<file path="config.mk">
export PLATFORM = sky130hd
export DESIGN_NAME = mem_port_arbiter
export DESIGN_NICKNAME = d
export VERILOG_FILES = /design/src/rtl/mem_port_arbiter_pkg.sv /design/src/rtl/rr_priority_pick.sv /design/src/rtl/mem_port_arbiter.sv
export SDC_FILE = /design/constraint.sdc
export NUM_CORES = 1
export LEC_CHECK = 0
export ABC_AREA = 1
export BUFFER_PORTS_ARGS = -buffer_cell sky130_fd_sc_hd__buf_2
export CORE_UTILIZATION = 46
export CTS_CLUSTER_DIAMETER = 30
export DETAILED_ROUTE_END_ITERATION = 10
export GPL_TIMING_DRIVEN = 0
export HOLD_SLACK_MARGIN = 0.08
export PLACE_DENSITY = 0.83
export SLEW_MARGIN = 15
export SYNTH_ARGS = -nofsm -noshare
export SYNTH_HDL_FRONTEND = slang
export SYNTH_HIERARCHICAL = 1
export SYNTH_SLANG_ARGS = --single-unit
</file>
<file path="constraint.sdc">
create_clock -name clk -period 2.85 [get_ports clk]
set_clock_uncertainty 0.2 [all_clocks]
set_input_delay 0.285 -clock clk [delete_from_list [all_inputs] [get_ports clk]]
set_output_delay 0.285 -clock clk [all_outputs]
set_load 0.01 [all_outputs]
</file>
<file path="src/rtl/mem_port_arbiter_pkg.sv">
// Shared definitions for the data-memory port arbiter: FSM encoding and defaults.
package mem_port_arbiter_pkg;

    typedef enum logic [1:0] {
        ARB_IDLE = 2'd0,
        ARB_BUSY = 2'd1,
        ARB_RESP = 2'd2
    } arb_state_e;

    localparam int unsigned TIMEOUT_DEFAULT = 255;

endpackage

</file>
<file path="src/rtl/rr_priority_pick.sv">
// Round-robin pick: lowest requesting index at or above rr_ptr, else wrap to the
// lowest requesting index overall.
module rr_priority_pick #(
    parameter int unsigned NUM_CORES = 2,
    parameter int unsigned IDX_WIDTH = 1
) (
    input  logic [NUM_CORES-1:0] req,
    input  logic [IDX_WIDTH-1:0] rr_ptr,
    output logic [IDX_WIDTH-1:0] grant,
    output logic                 any_req
);

    always_comb begin
        grant   = '0;
        any_req = |req;
        // Wrap pass first; the at-or-above-pointer pass overrides it when it finds a hit.
        for (int i = NUM_CORES - 1; i >= 0; i--) begin
            if (req[i]) begin
                grant = IDX_WIDTH'(i);
            end
        end
        for (int i = NUM_CORES - 1; i >= 0; i--) begin
            if (req[i] && (i >= int'(rr_ptr))) begin
                grant = IDX_WIDTH'(i);
            end
        end
    end

endmodule

</file>
<file path="src/rtl/mem_port_arbiter.sv">
// Round-robin arbiter sharing one data-memory port between NUM_CORES cores,
// one transaction at a time, with a memory-response timeout.
module mem_port_arbiter
    import mem_port_arbiter_pkg::*;
#(
    parameter int unsigned NUM_CORES  = 2,
    parameter int unsigned IDX_WIDTH  = 1,
    parameter int unsigned MEM_WIDTH  = 32,
    parameter int unsigned ADDR_WIDTH = 32,
    parameter int unsigned TIMEOUT    = TIMEOUT_DEFAULT
) (
    input  logic                            clk,
    input  logic                            reset,
    input  logic [NUM_CORES-1:0]            core_req,
    input  logic [NUM_CORES-1:0]            core_we,
    input  logic [NUM_CORES*ADDR_WIDTH-1:0] core_addr,
    input  logic [NUM_CORES*MEM_WIDTH-1:0]  core_wdata,
    output logic [NUM_CORES-1:0]            core_ack,
    output logic                            core_err,
    output logic [MEM_WIDTH-1:0]            core_rdata,
    output logic [ADDR_WIDTH-1:0]           mem_addr,
    output logic                            mem_read_en,
    output logic                            mem_write_en,
    output logic [MEM_WIDTH-1:0]            mem_write_val,
    input  logic [MEM_WIDTH-1:0]            mem_read_val,
    input  logic                            mem_ready,
    output logic [IDX_WIDTH-1:0]            grant_id,
    output logic                            busy
);

    localparam int unsigned CNT_WIDTH = $clog2(TIMEOUT + 1);
    localparam logic [CNT_WIDTH-1:0] CNT_LAST = CNT_WIDTH'(TIMEOUT - 1);

    arb_state_e            state_q, state_d;
    logic [IDX_WIDTH-1:0]  rr_ptr_q, rr_ptr_d;
    logic [IDX_WIDTH-1:0]  grant_q, grant_d;
    logic [CNT_WIDTH-1:0]  cnt_q, cnt_d;
    logic [ADDR_WIDTH-1:0] addr_q, addr_d;
    logic [MEM_WIDTH-1:0]  wdata_q, wdata_d;
    logic                  we_q, we_d;
    logic [MEM_WIDTH-1:0]  rdata_q, rdata_d;
    logic                  err_q, err_d;

    logic [IDX_WIDTH-1:0]  pick_grant;
    logic                  pick_any;
    logic [ADDR_WIDTH-1:0] sel_addr;
    logic [MEM_WIDTH-1:0]  sel_wdata;
    logic                  sel_we;

    rr_priority_pick #(
        .NUM_CORES(NUM_CORES),
        .IDX_WIDTH(IDX_WIDTH)
    ) u_pick (
        .req    (core_req),
        .rr_ptr (rr_ptr_q),
        .grant  (pick_grant),
        .any_req(pick_any)
    );

    always_comb begin
        sel_addr  = '0;
        sel_wdata = '0;
        sel_we    = 1'b0;
        for (int i = 0; i < NUM_CORES; i++) begin
            if (pick_grant == IDX_WIDTH'(i)) begin
                sel_addr  = core_addr[i*ADDR_WIDTH +: ADDR_WIDTH];
                sel_wdata = core_wdata[i*MEM_WIDTH +: MEM_WIDTH];
                sel_we    = core_we[i];
            end
        end
    end

    always_comb begin
        state_d  = state_q;
        rr_ptr_d = rr_ptr_q;
        grant_d  = grant_q;
        cnt_d    = cnt_q;
        addr_d   = addr_q;
        wdata_d  = wdata_q;
        we_d     = we_q;
        rdata_d  = rdata_q;
        err_d    = err_q;
        case (state_q)
            ARB_IDLE: begin
                if (pick_any) begin
                    grant_d = pick_grant;
                    addr_d  = sel_addr;
                    wdata_d = sel_wdata;
                    we_d    = sel_we;
                    cnt_d   = '0;
                    state_d = ARB_BUSY;
                end
            end
            ARB_BUSY: begin
                // A response arriving on the timeout cycle still counts as success.
                if (mem_ready) begin
                    rdata_d = mem_read_val;
                    err_d   = 1'b0;
                    state_d = ARB_RESP;
                end else if (cnt_q == CNT_LAST) begin
                    rdata_d = '0;
                    err_d   = 1'b1;
                    state_d = ARB_RESP;
                end else begin
                    cnt_d = cnt_q + 1'b1;
                end
            end
            ARB_RESP: begin
                rr_ptr_d = (grant_q == IDX_WIDTH'(NUM_CORES - 1)) ? '0 : grant_q + 1'b1;
                state_d  = ARB_IDLE;
            end
            default: state_d = ARB_IDLE;
        endcase
    end

    always_ff @(posedge clk or negedge reset) begin
        if (!reset) begin
            state_q  <= ARB_IDLE;
            rr_ptr_q <= '0;
            grant_q  <= '0;
            cnt_q    <= '0;
            addr_q   <= '0;
            wdata_q  <= '0;
            we_q     <= 1'b0;
            rdata_q  <= '0;
            err_q    <= 1'b0;
        end else begin
            state_q  <= state_d;
            rr_ptr_q <= rr_ptr_d;
            grant_q  <= grant_d;
            cnt_q    <= cnt_d;
            addr_q   <= addr_d;
            wdata_q  <= wdata_d;
            we_q     <= we_d;
            rdata_q  <= rdata_d;
            err_q    <= err_d;
        end
    end

    always_comb begin
        core_ack = '0;
        for (int i = 0; i < NUM_CORES; i++) begin
            core_ack[i] = (state_q == ARB_RESP) && (grant_q == IDX_WIDTH'(i));
        end
    end

    assign core_err      = err_q;
    assign core_rdata    = rdata_q;
    assign mem_addr      = addr_q;
    assign mem_write_val = wdata_q;
    assign mem_read_en   = (state_q == ARB_BUSY) && !we_q;
    assign mem_write_en  = (state_q == ARB_BUSY) && we_q;
    assign grant_id      = grant_q;
    assign busy          = (state_q != ARB_IDLE);

endmodule

</file>
; Yosys cells after proc, flatten, opt, wreduce, memory -nomap -nowiden
; Index checks and enable logic that the tools add are counted.
[classes]
add_sub_neg = 2
n_lt_le_gt_ge = 1
eq_ne = 7
n_mux = 18
n_bitwise = 1
n_reduce_logical = 15
[ops]
columns = cell, n
row1 = 32-bit 2-to-1 mux, 4
row2 = 8-bit 2-to-1 mux, 3
row3 = 8-bit one-hot mux with 2 select lines, 1
row4 = "8-bit by 1-bit adder with 8-bit output, second input constant", 1
row5 = "8-bit == test, second input constant", 1
row6 = 1-bit 2-to-1 mux, 6
row7 = 2-bit 2-to-1 mux, 3
row8 = "2-bit != test, second input constant", 3
row9 = 2-bit AND reduction, 3
row10 = 2-bit nonzero test, 3
row11 = 1-bit logical AND, 5
row12 = 2-bit one-hot mux with 2 select lines, 1
row13 = 4-bit AND reduction, 1
row14 = "3-bit != test, second input constant", 1
row15 = "2-bit by 1-bit == test with 1-bit output, second input constant", 1
row16 = "2-bit == test, second input constant", 1
row17 = 2-bit logical NOT, 1
row18 = 2-bit OR reduction, 1
row19 = "1-bit adder, second input constant", 1
row20 = "1-bit >= comparator, first input constant", 1
row21 = 1-bit logical NOT, 1
row22 = 1-bit NOT, 1
[word_totals]
ff_bits = 110
out_inout_bits = 103
wordCells = 53

; Depth between registers and ports, before layout
; Gate-level depths: netlist of run 1.
[logic_depth]
word_depth = 4
mapped_depth = 9

; Hierarchy
; Netlist of run 1, hierarchy kept.
[by_module_without_submodules]
columns = module, n_inst, cells_each, area_per_inst_um2, seq_area_each_um2
row1 = mem_port_arbiter, 1, 594, 5069.9, 2752.6
row2 = rr_priority_pick, 1, 4, 18.8, 0.0

; Least setup slack after synthesis of run 1
; Ideal clock, no wire load.
[synth_timing]
kind = reg2reg
start = reg cnt_q[0]
end = reg rdata_q[25] (netlist: core_rdata[25])
setup_ps = 117
arrival_time_ps = 1184
required_ps = 2533
path_slack_ps = 1348
stages_incl_launch_ff = 9
period_less_slack_ps = 1502
path_cell_list = dfrtp_1 > inv_1 > ha_1 > inv_1 > nor2_4 > nand3_4 > buf_6 > nand3_1 > nand2_1
[synth_between]
elab_chain_len = 3
[synth_lines]
columns = element, line_no
row1 = from (decl), mem_port_arbiter.sv:37  ; logic [CNT_WIDTH-1:0] cnt_q, cnt_d;
row2 = from (signal assigned), mem_port_arbiter.sv:131  ; cnt_q <= cnt_d;
row3 = 8-bit == test, mem_port_arbiter.sv:100  ; end else if (cnt_q == CNT_LAST) begin
row4 = 2-bit nonzero test (no line), n/a
row5 = 2-bit AND reduction (no line), n/a
row6 = to (signal assigned), mem_port_arbiter.sv:135  ; rdata_q <= rdata_d;
row7 = to (decl), mem_port_arbiter.sv:41  ; logic [MEM_WIDTH-1:0] rdata_q, rdata_d;
; No other way between the ends.
; A chain may end at the register's enable or synchronous reset.

; Worst setup path after layout of run 1
[layout_timing]
start = reg rr_ptr_q
end = reg wdata_q[1] (netlist: mem_write_val[1])
[layout_between]
elab_chain_len = 4
[layout_lines]
columns = element, line_no
row1 = from (decl), mem_port_arbiter.sv:35  ; logic [IDX_WIDTH-1:0] rr_ptr_q, rr_ptr_d;
row2 = from (signal assigned), mem_port_arbiter.sv:129  ; rr_ptr_q <= rr_ptr_d;
row3 = 1-bit >= comparator, rr_priority_pick.sv:23  ; if (req[i] && (i >= int'(rr_ptr))) begin
row4 = 1-bit logical AND, rr_priority_pick.sv:23
row5 = 1-bit 2-to-1 mux, rr_priority_pick.sv:23
row6 = named net pick_grant, mem_port_arbiter.sv:44  ; logic [IDX_WIDTH-1:0] pick_grant;
row7 = 32-bit 2-to-1 mux, mem_port_arbiter.sv:65  ; if (pick_grant == IDX_WIDTH'(i)) begin
row8 = to (signal assigned), mem_port_arbiter.sv:133  ; wdata_q <= wdata_d;
row9 = to (decl), mem_port_arbiter.sv:39  ; logic [MEM_WIDTH-1:0] wdata_q, wdata_d;
; The timed path passes the listed nets, and every way through them passes these cells.

==> impl_metrics.py, run 1 <==
metrics = {
    "placement": {
        "numPortBuffers": 269,
        "gp_congestion": 0.8392,
        "post-dp-hpwl_um": 11010,
    },
    "drt": {
        "ant_nets": 0,
        "vias_per_cell": 5.380,
        "dr.first_iter.drc_count": 530,
        "wl_per_cell_um": 16.93,
        "drc": 0,
        "drt-total-wl_um": 20090,
        "vias": 6386,
        "first_pass_iters": 5,
    },
    "global_routing": {
        "grt_pass1_wl_um": 31500,
        "gr-total-overflow": 0,
        "first_global_vias": 6514,
        "grt_use_total_pct": 35.46,
        "grt_start_max_net_pins": 60,
        "antenna_found_initial": 0,
    },
    "timing": {
        "tightest_slew_ns": 0.5983,
        "finalHoldViolations": 0,
        "fin_crit_sh_pct": 96.68,
        "fmax_ghz": 0.3629,
        "rsz0062_at_grt": "no",
        "hold_ws_ns": 0.1112,
        "period_minus_slack_ns": 2.755,
        "slew_viol_final": 0,
        "slew_headroom_pct": 60.12,
        "fin_tns_setup_ns": 0,
        "setup_violations": 0,
    },
    "worst_setup_path": {
        "critPathKind": "reg2reg",
        "start_kind": "register",
        "worstPathRequired_ns": 2.95,
        "cp_max_fo": 10,
        "cp_data_arrival_time_ns": 2.86,
        "endpoint_kind": "register",
    },
    "floorplan": {
        "rows": 38,
        "design.die.area_um2": 11490,
        "die_x_um": 107.2,
        "ioPinCount": 270,
        "initial_core_util_pct": 47.15,
        "die_y_um": 107.2,
        "core-area_um2": 10790,
    },
    "logic_synthesis": {
        "yosys_warnings": 6,
        "ys_seq_elements": 110,
        "syn_inst": 598,
        "synth_nets": 767,
        "ys_top_cells_by_area": "dfrtp_1, nand2_1, a31oi_1",
        "ys_types": 27,
        "syn-cell-area_um2": 5089,
        "synth_edf_count": 0,
        "yosysMostFrequentCell": "nand2_1",
        "synth_top_area_share_pct": 54.09,
        "synth_ff_type": "dfrtp_1",
        "yosysSeqAreaShare_pct": 54.09,
        "ys_async_sr_fraction_pct": 100.0,
        "synth_largest_area_cell": "dfrtp_1",
        "synthTopCellsByCount": "nand2_1, dfrtp_1, nor2_1",
        "syn_area_per_cell_um2": 8.509,
    },
    "pwr": {
        "power_mw": 7.926,
        "peakVddDrop_v": 0.0005300,
        "cellLeakagePower_nw": 4.299,
        "pwr_density_cell_nw_per_um2": 935.2,
    },
    "clocking": {
        "numCtsBuffers": 9,
        "root_buffer": "clkbuf_8",
        "clock_latency_ns": 0.36,
        "post-cts-setup-buffers": 0,
        "cts-htree-levels": 3,
        "path_clk_slew_ns": 0.11,
        "clkSinkCount": 110,
        "cts_tree": "done",
        "cts_buffer_depth": 2,
    },
    "final_layout": {
        "num_antenna_cells": 0,
        "final_core_util_pct": 78.52,
        "area_growth_pct": 66.54,
        "fillers": 623,
        "register_area_um2": 2753,
        "multiInputGateArea_um2": 2048,
        "num-nets-final": 1211,
        "drive_gt1_share_pct": 32.86,
    },
    "flow_run": {
        "maxCapViolCount": 0,
    },
    "worst_hold_path": {
        "hp-class": "in2reg",
    },
    "run_status": {
        "status": "finished clean",
    },
}
## worst max-delay path, cell delays in order, from the launching register on
cell and delay (ns):
dfrtp_1 0.37, inv_1 0.05, a21oi_1 0.32, buf_2 0.33, clkbuf_1 0.42, nand2_1 0.17, a31oi_1 0.23, dlygate4sd3_1 0.61
## cell type report
type	count	area share, %
multi-input cells	432	24.17
clock inverters	6	0.7235
clock buffers	10	1.624
well taps	140	2.067
inverters	18	0.7973
repair buffers	433	35.54
plain buffers	38	2.599
flip-flops and latches	110	32.48
## registers in the layout, indices dropped and copies added (netlist names)
| register | count |
|---|---|
| core_rdata | 32 |
| mem_addr | 32 |
| rr_ptr_q | 1 |
| cnt_q | 8 |
| state_q | 2 |
| mem_write_val | 32 |
| we_q | 1 |
| grant_id | 1 |
| core_err | 1 |
## layer usage
metal  up-vias  wire length, um  global-route usage [%]
met3       102             1669                   7.295
met5         -                0                       0
li1       2842                -                       -
met2       439            10100                   61.38
met4         0             1102                   21.04
met1      3003             7221                   40.33
## worst paths after layout
kind	startpoint	endpoint	slack, ns	cells past startpoint
max reg2reg	rr_ptr_q$_DFFE_PN0N_	mem_write_val[1]$_DFFE_PN0P_	0.09	7
max in group asynchronous	reset	mem_addr[26]$_DFFE_PN0P_	1.56	3
min	mem_ready	core_rdata[31]$_DFFE_PN0P_	0.11	4
max	rr_ptr_q$_DFFE_PN0N_	mem_write_val[1]$_DFFE_PN0P_	0.09	7
min reg2reg	core_rdata[7]$_DFFE_PN0P_	core_rdata[7]$_DFFE_PN0P_	0.31	2
min in group asynchronous	reset	core_err$_DFFE_PN0P_	0.22	2
## power breakdown
| part | internal (mW) | switching [mW] |
|---|---|---|
| sequential | 2.28 | 0.467 |
| clock | 0.428 | 0.534 |
| combinational | 2.03 | 2.19 |
| total | 4.74 | 3.19 |
## cell usage in the layout, fill, tap and decap left out
cell             n
buf_2          282
nand2_1        225
dlygate4sd3_1  163
dfrtp_1        110
nor2_1          73
a31oi_1         65
nand3_1         29
nand3_2         19
inv_1           14
clkbuf_1        12
clkbuf_8        10
buf_6            6
buf_4            6
inv_2            4
nand2_2          3
nor2_4           3
clkinv_2         3
o21bai_1         2
o21ai_0          2
ha_1             2
nand3_4          1
nand2_4          1
a21oi_2          1
nand4_1          1
xnor2_1          1
nor3_1           1
a21oi_4          1
buf_1            1
clkinv_4         1
clkinvlp_4       1
bufinv_16        1
buf_16           1
or2_1            1
a21oi_1          1
## through the flow
stage,cells,area (um2),setup slack [ns]
6_report,1187,8474,0.09472
5_1_grt,1187,8474,0.007329
4_1_cts,1187,8474,0.2614
3_5_place_dp,1008,6644,0.7732
3_3_place_gp,1007,6610,0.04245
2_1_floorplan,598,5089,1.348
## cells by family after synthesis
kind of cell	Yosys count	share of synthesized area, %
compound gates	72	9.073
xor+xnor	1	0.1721
fa+ha+maj	2	0.4917
buf+inv	56	5.655
flops	110	54.09
simple gates	357	30.51
## repair_timing
| action | in CTS | in global routing |
|---|---|---|
| hold buffers | 163 | 0 |
| resized for setup | 0 | 0 |
| endpoints found under the hold margin | 149 | 0 |
Power figures use the tool's default switching activity.
==> run 2: changes to the inputs <==
--- a/config.mk
+++ b/config.mk
@@ -12,7 +12,7 @@
 export DETAILED_ROUTE_END_ITERATION = 10
 export GPL_TIMING_DRIVEN = 0
 export HOLD_SLACK_MARGIN = 0.08
-export PLACE_DENSITY = 0.83
+export PLACE_DENSITY = 0.82
 export SLEW_MARGIN = 15
 export SYNTH_ARGS = -nofsm -noshare
 export SYNTH_HDL_FRONTEND = slang
==> constraint.sdc (replaced) <==
create_clock -name clk -period 2.85 [get_ports clk]
set_clock_uncertainty 0.2 [all_clocks]
set_input_delay 0.855 -clock clk [delete_from_list [all_inputs] [get_ports clk]]
set_output_delay 0.855 -clock clk [all_outputs]
set_load 0.01 [all_outputs]
==> run 2 against run 1 <==
Worst hold slack improved by 0.077 ns. Core utilization decreased by 15 points. Setup slack improved by 0.42 ns. Critical path type is now reg2out. Critical endpoint is now mem_read_en. Largest cell class is now sequential cells. Largest power group unchanged. Highest routed layer unchanged.
==> impl_metrics.py, run 2 (synthesized netlist as in run 1, its figures left out) <==
metrics = {
    "drt": {
        "vias_per_cell": 4.987,
        "drc": 0,
        "dr.first_iter.drc_count": 299,
        "drt-total-wl_um": 14710,
        "first_pass_iters": 4,
        "ant_nets": 0,
        "wl_per_cell_um": 14.35,
        "vias": 5112,
    },
    "flow_run": {
        "maxCapViolCount": 0,
    },
    "worst_setup_path": {
        "cp_data_arrival_time_ns": 1.28,
        "start_kind": "register",
        "critPathKind": "reg2out",
        "endpoint_kind": "output port",
        "worstPathRequired_ns": 1.80,
        "cp_max_fo": 5,
    },
    "floorplan": {
        "rows": 38,
        "die_y_um": 107.2,
        "core-area_um2": 10790,
        "design.die.area_um2": 11490,
        "ioPinCount": 270,
        "die_x_um": 107.2,
        "initial_core_util_pct": 47.15,
    },
    "final_layout": {
        "final_cell_count_no_fill": 1025,
        "area_growth_pct": 34.62,
        "mostFrequentLayoutCells": "buf_2, nand2_1, dfrtp_1",
        "num-nets-final": 1048,
        "drive_gt1_share_pct": 38.80,
        "final_common_cell": "buf_2",
    },
    "pwr": {
        "peakVddDrop_v": 0.0004762,
        "pwr-share-comb_pct": 45.0,
        "switching_share_pct": 41.44,
        "internal-power_mw": 3.920,
        "power_mw": 6.695,
        "seq_power_share_pct": 40.2,
        "pwr_density_cell_nw_per_um2": 977.3,
        "p_clk_share_pct": 14.8,
        "power_switching_mw": 2.774,
        "cellLeakagePower_nw": 3.653,
    },
    "run_status": {
        "status": "finished clean",
    },
    "clocking": {
        "numCtsBuffers": 9,
        "cts_buffer_depth": 2,
        "clock_latency_ns": 0.37,
        "cts_tree": "done",
        "path_clk_slew_ns": 0.12,
        "cts_hold_buf": 0,
        "root_buffer": "clkbuf_8",
        "clkSinkCount": 110,
        "post-cts-setup-buffers": 0,
        "cts-htree-levels": 3,
        "cts_resized": 0,
    },
    "placement": {
        "pre_cts_slack_ns": 0.2622,
        "gp_congestion": 0.8580,
        "placed_cells": 1008,
        "numPortBuffers": 269,
        "post-dp-hpwl_um": 11300,
    },
    "timing": {
        "fin_crit_sh_pct": 81.91,
        "setup_ws_ns": 0.5155,
        "slew_headroom_pct": 66.70,
        "slew_viol_final": 0,
        "finalHoldViolations": 0,
        "setup_violations": 0,
        "rsz0062_at_grt": "no",
        "tightest_slew_ns": 0.4996,
        "period_minus_slack_ns": 2.335,
        "fmax_ghz": 0.4284,
        "hold_ws_ns": 0.1886,
    },
    "global_routing": {
        "gr-total-overflow": 0,
        "grt_use_total_pct": 25.37,
        "grt_start_max_net_pins": 66,
        "grt_pass1_wl_um": 22570,
        "first_global_vias": 4661,
        "antenna_found_initial": 1,
    },
    "worst_hold_path": {
        "hp-class": "in2async",
    },
}
run 2: cell types whose count changed in the layout (fill, tap and decap cells not counted):
| cell | previous run | this run |
|---|---|---|
| dlygate4sd3_1 | 163 | 0 |
| clkinv_2 | 3 | 0 |
| inv_6 | 0 | 2 |
| clkbuf_1 | 12 | 13 |
| clkbuf_8 | 10 | 9 |
| clkinv_4 | 1 | 2 |
| clkinvlp_4 | 1 | 0 |
| diode_2 | 0 | 1 |
| inv_8 | 0 | 1 |
run 2: power by group through the flow:
stage	clock [mW]	combinational, mW	sequential, mW
floorplan	0	1.42	3.02
global route	1.08	3.34	2.77
detailed placement	0	3.05	2.71
finish	0.988	3.01	2.69
CTS	1.00	3.05	2.69
global placement	0	2.98	2.69
run 2: final timing paths:
path | start | to | cells after the start | slack [ns]
worst max-delay path | state_q[1]$_DFFE_PN0P_ | mem_read_en | 4 | 0.52
worst min-delay path | reset | mem_addr[13]$_DFFE_PN0P_ | 1 | 0.19
worst max register to register | rr_ptr_q$_DFFE_PN0N_ | we_q$_DFFE_PN0P_ | 6 | 0.83
worst min register to register | rr_ptr_q$_DFFE_PN0N_ | rr_ptr_q$_DFFE_PN0N_ | 2 | 0.31
max in group asynchronous | reset | mem_addr[30]$_DFFE_PN0P_ | 2 | 1.59
min in group clk | rr_ptr_q$_DFFE_PN0N_ | rr_ptr_q$_DFFE_PN0N_ | 2 | 0.31
run 2: layout make-up:
class                   count  area (um2)
clock inverters             6       76.32
repair buffers            270        1380
plain buffers              38       220.2
clock buffers              10       127.6
diodes                      1       2.502
flip-flops and latches    110        2753
well taps                 140       175.2
fillers                   995        3943
inverters                  18       67.56
multi-input cells         432        2048
run 2: layer usage:
metal / part of all wire (%) / wire [um] / up-vias / track usage [%]
met2: 49 / 7270 / 216 / 44.01
li1: - / - / 2512 / -
met3: 6.6 / 970 / 37 / 5.897
met5: 0 / 0 / - / 0
met1: 41 / 6064 / 2347 / 30.36
met4: 2.8 / 407 / 0 / 10.08
run 2: worst max-delay path, cell delays in order, from the launching register on:
cell     delay (ns)
dfrtp_1        0.44
inv_2          0.09
nand2_1        0.13
nor2_1         0.11
buf_2          0.14
run 2: metrics by stage:
stage / TNS [ns] / cell area, um2 / util, %
finish: 0 / 6850 / 63.47
global route: 0 / 6850 / 63.47
CTS: 0 / 6848 / 63.45
detailed placement: 0 / 6644 / 61.56
global placement: -57.31 / 6610 / 61.25
floorplan: 0 / 5089 / -
